--- src/rtl/coin_return_sequencer.sv ---
// rtl/coin_return_sequencer.sv - inactivity timer and greedy one-coin-per-handshake change return (optional COIN_STOCK_EN)
module coin_return_sequencer #(
    parameter int NUM_COINS   = 3,
    parameter int TOTAL_BITS  = 31,
    parameter int WAIT_CYCLES = 10
) (
    input  logic                    clk,
    input  logic                    reset_n,
    input  logic [32*NUM_COINS-1:0] i_coin_value,
    input  logic [NUM_COINS-1:0]    i_input_coin,
    input  logic                    i_output_item,
    input  logic                    i_trigger_return,
    input  logic [TOTAL_BITS-1:0]   i_current_total,
`ifdef COIN_STOCK_EN
    input  logic [NUM_COINS-1:0]    i_coin_empty,
`endif
    output logic [NUM_COINS-1:0]    o_return_coin,
    output logic                    o_return_valid,
    input  logic                    i_return_ready,
    output logic                    o_busy,
    output logic                    o_return_done,
    output logic [TOTAL_BITS-1:0]   o_remainder,
    output logic [31:0]             o_wait_time
);

    localparam int CMP_W = (TOTAL_BITS > 32) ? TOTAL_BITS : 32;
    localparam int IDX_W = (NUM_COINS > 1) ? $clog2(NUM_COINS) : 1;
    localparam logic [31:0] WAIT_LOAD = 32'(WAIT_CYCLES);

    typedef enum logic [1:0] {
        IDLE   = 2'd0,
        COUNT  = 2'd1,
        RETURN = 2'd2,
        DONE   = 2'd3
    } state_t;

    state_t                 state;
    state_t                 next_state;
    logic [TOTAL_BITS-1:0]  remaining;
    logic [IDX_W-1:0]       cur_idx;
    logic [IDX_W-1:0]       sel_idx;
    logic                   sel_found;
    logic [NUM_COINS-1:0]   coin_empty;
    logic [CMP_W-1:0]       rem_ext;
    logic [CMP_W-1:0]       coin_ext;
    logic [31:0]            cur_value;
    logic                   act;
    logic                   accept;
    logic                   withdraw;

`ifdef COIN_STOCK_EN
    assign coin_empty = i_coin_empty;
`else
    assign coin_empty = '0;
`endif

    assign act       = (|i_input_coin) || i_output_item;
    assign accept    = o_return_valid && i_return_ready;
    assign withdraw  = |(o_return_coin & coin_empty);
    assign rem_ext   = CMP_W'(remaining);
    assign cur_value = i_coin_value[32*cur_idx +: 32];

    // Greedy pick: highest-index denomination that fits the balance and is in stock
    always_comb begin
        sel_found = 1'b0;
        sel_idx   = '0;
        coin_ext  = '0;
        for (int k = 0; k < NUM_COINS; k++) begin
            coin_ext = CMP_W'(i_coin_value[32*k +: 32]);
            if ((coin_ext <= rem_ext) && !coin_empty[k]) begin
                sel_found = 1'b1;
                sel_idx   = IDX_W'(k);
            end
        end
    end

    // State register
    always_ff @(posedge clk or negedge reset_n) begin
        if (!reset_n) begin
            state <= IDLE;
        end else begin
            state <= next_state;
        end
    end

    // Next-state and state-decoded outputs; activity always outranks a return request
    always_comb begin
        next_state    = state;
        o_busy        = 1'b0;
        o_return_done = 1'b0;
        case (state)
            IDLE: begin
                if (act) begin
                    next_state = COUNT;
                end else if (i_trigger_return) begin
                    next_state = RETURN;
                end
            end
            COUNT: begin
                if (!act && (i_trigger_return || (o_wait_time == 32'd0))) begin
                    next_state = RETURN;
                end
            end
            RETURN: begin
                o_busy = 1'b1;
                if (!o_return_valid && !sel_found) begin
                    next_state = DONE;
                end
            end
            DONE: begin
                o_return_done = 1'b1;
                next_state    = IDLE;
            end
            default: next_state = IDLE;
        endcase
    end

    // Timer, balance latch and coin offer; an accepted offer costs one idle cycle for re-selection
    always_ff @(posedge clk or negedge reset_n) begin
        if (!reset_n) begin
            o_wait_time    <= WAIT_LOAD;
            remaining      <= '0;
            o_remainder    <= '0;
            o_return_valid <= 1'b0;
            o_return_coin  <= '0;
            cur_idx        <= '0;
        end else begin
            case (state)
                IDLE: begin
                    o_wait_time <= WAIT_LOAD;
                    if (next_state == RETURN) begin
                        o_wait_time <= 32'd0;
                        remaining   <= i_current_total;
                    end
                end
                COUNT: begin
                    if (act) begin
                        o_wait_time <= WAIT_LOAD;
                    end else if (next_state == RETURN) begin
                        o_wait_time <= 32'd0;
                        remaining   <= i_current_total;
                    end else begin
                        o_wait_time <= o_wait_time - 32'd1;
                    end
                end
                RETURN: begin
                    if (accept) begin
                        remaining      <= remaining - TOTAL_BITS'(cur_value);
                        o_return_valid <= 1'b0;
                        o_return_coin  <= '0;
                    end else if (o_return_valid) begin
                        if (withdraw) begin
                            o_return_valid <= 1'b0;
                            o_return_coin  <= '0;
                        end
                    end else if (sel_found) begin
                        o_return_valid <= 1'b1;
                        o_return_coin  <= NUM_COINS'(1) << sel_idx;
                        cur_idx        <= sel_idx;
                    end else begin
                        o_remainder <= remaining;
                        o_wait_time <= WAIT_LOAD;
                    end
                end
                DONE: begin
                    o_wait_time <= WAIT_LOAD;
                end
                default: begin
                    o_wait_time <= WAIT_LOAD;
                end
            endcase
        end
    end

endmodule

--- config.mk ---
export PLATFORM = sky130hd
export DESIGN_NAME = coin_return_sequencer
export DESIGN_NICKNAME = d
export VERILOG_FILES = /design/src/rtl/coin_return_sequencer.sv
export SDC_FILE = /design/constraint.sdc
export NUM_CORES = 1
export LEC_CHECK = 0
export CAP_MARGIN = 20
export CELL_PAD_IN_SITES_DETAIL_PLACEMENT = 0
export CELL_PAD_IN_SITES_GLOBAL_PLACEMENT = 2
export CORE_ASPECT_RATIO = 1.5
export CORE_MARGIN = 8
export CORE_UTILIZATION = 28
export CTS_CLUSTER_SIZE = 20
export DETAILED_ROUTE_END_ITERATION = 8
export PLACE_DENSITY_LB_ADDON = 0.1
export RECOVER_POWER = 50
export SLEW_MARGIN = 10
export SYNTH_ARGS = -nofsm -noshare
export SYNTH_HDL_FRONTEND = slang
export SYNTH_SLANG_ARGS = --single-unit
--- constraint.sdc ---
create_clock -name clk -period 3.9 [get_ports clk]
set_clock_uncertainty 0.05 [all_clocks]
set_input_delay 0.975 -clock clk [delete_from_list [all_inputs] [get_ports clk]]
set_output_delay 0.975 -clock clk [all_outputs]
set_load 0.1 [all_outputs]
==> out/results.tsv <==
metric	value	unit
status	completed	
yosys synthesis warning count	0	
Worst VDD drop	0.222	mV
nets@finish	1604	
Leak	6.26	nW
drt total wl	35400	µm
Critical Path Start Type	input port	
Worst EP required	4110	ps
period utilization	0.975	
RePlAce Congestion	0.859	
TritonCTS Buffers	9	
Hold Fails Final Rpt	0	
die span in x	162	µm
Die Height	235	µm
Worst Hold Class	reg2reg	
Final setup viols	0	
crit path max fanout	14	
clk buf depth	2	
Cell Pwr Density	353	nW/µm²
Syn Std Cell Area	8990	µm²
antenna-violating nets left	0	
ys flop type	dfrtp_1	
vias in the first global route	9499	
drt wl/cell	20.1	µm
PortBufs	203	
Worst-Margin Slew	1480	ps
WHS Path Cells	1	
Clock Pin Slew Worst Setup and Hold Paths	70	ps
standard-cell rows	80	
Skew-Pair Late Insertion Delay	380	ps
number of synthesized flops with an enable pin	0	
Reg2Reg Depth	14	
post-CTS setup buffers	0	
final slew viol count	0	
Sink Count	102	
Synth-to-Final Area Change	42.1	%
headroom to the max-slew limit	0.0145	
RSZ-0062 raised after global routing	true	
Cells after Synth	1024	
post-route minimum period	3800	ps
die area	38200	µm²
post-synthesis register bit count	102	
Synth Net Count	1284	
Post-DP HPWL	29200	µm
Synth async-reset ratio	1.00	
Worst Path Arrival	4010	ps
total of max-cap violations	0	
first-pass GRT wire length	54400	µm
CP Class	in2reg	
Overall Power	0.00451	W
CTS tree	yes	
Initial DRC Count	283	
sequential share of the synthesized area	0.284	
Overflow after GRT	0	
share of cells above drive strength 1	0.183	
via count	8888	
Root Buffer	clkbuf_16	
vias per inst	5.05	
Initial Utilization	0.283	
# IOs	204	
Synth Area per Inst	8.78	µm²
initial antenna violation count	2	
f_max	0.263	GHz
CORE AREA	31700	µm²
Residual DRC	0	
library cells used by synthesis	66	
crit end category	flip-flop	
DR pass1 iterations	4	
H-tree levels	3	
Fin Setup TNS	0	ps
largest net degree at the start of global routing	52	
gr usage total	0.186	
[metal layers]
layer,part of all wire,track usage,vias up
li1,-,-,4451
met1,0.40,0.206,4246
met2,0.55,0.350,163
met3,0.033,0.0277,26
met4,0.020,0.0599,2
met5,0.00037,0,-
[through the flow]
step | hold WS [ps] | cell area [µm²] | util | worst slack, ps | cells
after detailed placement | 443 | 12500 | 0.394 | -538 | 1743
after global routing | 472 | 12800 | 0.403 | -18.2 | 1760
after floorplan | 450 | 8990 | - | 82.4 | 1024
final | 455 | 12800 | 0.403 | 98.8 | 1760
after CTS | 461 | 12900 | 0.405 | 2.79 | 1759
after global placement | 439 | 12500 | 0.394 | -491 | 1743
[logic make-up (layout without fill, tap and decap cells)]
logic type      count (synthesis)  in the layout  synth area share
compound gates                309            309             0.227
xor+xnor                       21             21            0.0205
fa+ha+maj                     125            125             0.175
buf+inv                        86            411            0.0383
flops                         102            102             0.284
mux                            70             70            0.0822
other cells                     0              1                 0
simple gates                  311            311             0.173
[worst paths after layout]
| path | start | end | slack [ps] |
|---|---|---|---|
| max | i_coin_value[11] | o_remainder[9] | 100 |
| min | o_remainder[23] | o_remainder[23] | 450 |
| max reg2reg | o_wait_time[0] | remaining[27] | 340 |
| min reg2reg | o_remainder[23] | o_remainder[23] | 450 |
| max in group asynchronous | reset_n | cur_idx[1] | 1200 |
| min in group asynchronous | reset_n | o_remainder[26] | 890 |
[synth_stat cells, types with 11 or more instances]
cell,n,area share
o21a_1,11,0.0092
nor3_1,31,0.017
buf_2,11,0.0061
nand2b_1,12,0.0083
o21ai_0,43,0.024
nand4_1,25,0.017
nand3_1,11,0.0061
and3_1,11,0.0077
inv_1,47,0.020
a21o_1,71,0.059
nor4_1,13,0.0090
nand2_1,77,0.032
nor2b_1,13,0.0090
ha_1,124,0.17
a21oi_1,98,0.055
nor2_1,77,0.032
clkbuf_1,23,0.0096
dfrtp_1,100,0.28
xnor2_1,14,0.014
a31oi_1,17,0.012
mux2_2,31,0.039
mux2i_1,39,0.043
[final cells by class]
class                           count  area, µm²
Clock inverter                      5       65.1
Clock buffer                       11        243
Antenna cell                        1       2.50
Multi-Input combinational cell    836       6210
Sequential cell                   102       2560
Inverter                           47        176
Timing Repair Buffer              348       3010
Fill cell                        3274      19000
Tap cell                          410        513
[layout by cell type (no fill, tap or decap), drive strengths merged, types with 44 or more instances in the layout]
cell type	instances
a21o	71
dfrtp	100
clkdlybuf4s50	167
o21ai	45
nor2	78
inv	49
nand2	78
clkbuf	44
ha	124
buf	148
a21oi	98
[where the power goes]
group          switching [W]  internal, W
Combinational        0.00120      0.00106
Clock               0.000475     0.000524
Sequential          0.000100      0.00115
Total                0.00178      0.00273
[critical path: stages]
cell	delay [ps]
clkdlybuf4s50_1	430
buf_4	150
ha_1	280
nand4_1	230
nor4_1	520
buf_4	200
inv_1	30
o21ai_0	150
o31a_1	250
nor2_1	100
nand2_2	160
buf_12	180
mux2_2	340
[timing repair]
item,in CTS,in global routing
gates cloned,0,0
setup endpoints to repair,38,14
hold buffers,0,0
endpoints found under the hold margin,0,0
gates resized for setup,11,16
pin swaps,4,11
[flip-flops by register name, indices dropped and copies added, names as in the netlist]
register,count
o_wait_time,32
remaining,31
o_return_valid,1
state,2
cur_idx,2
o_return_coin,3
o_remainder,31
Note: power is estimated with default switching activity, not from simulation.
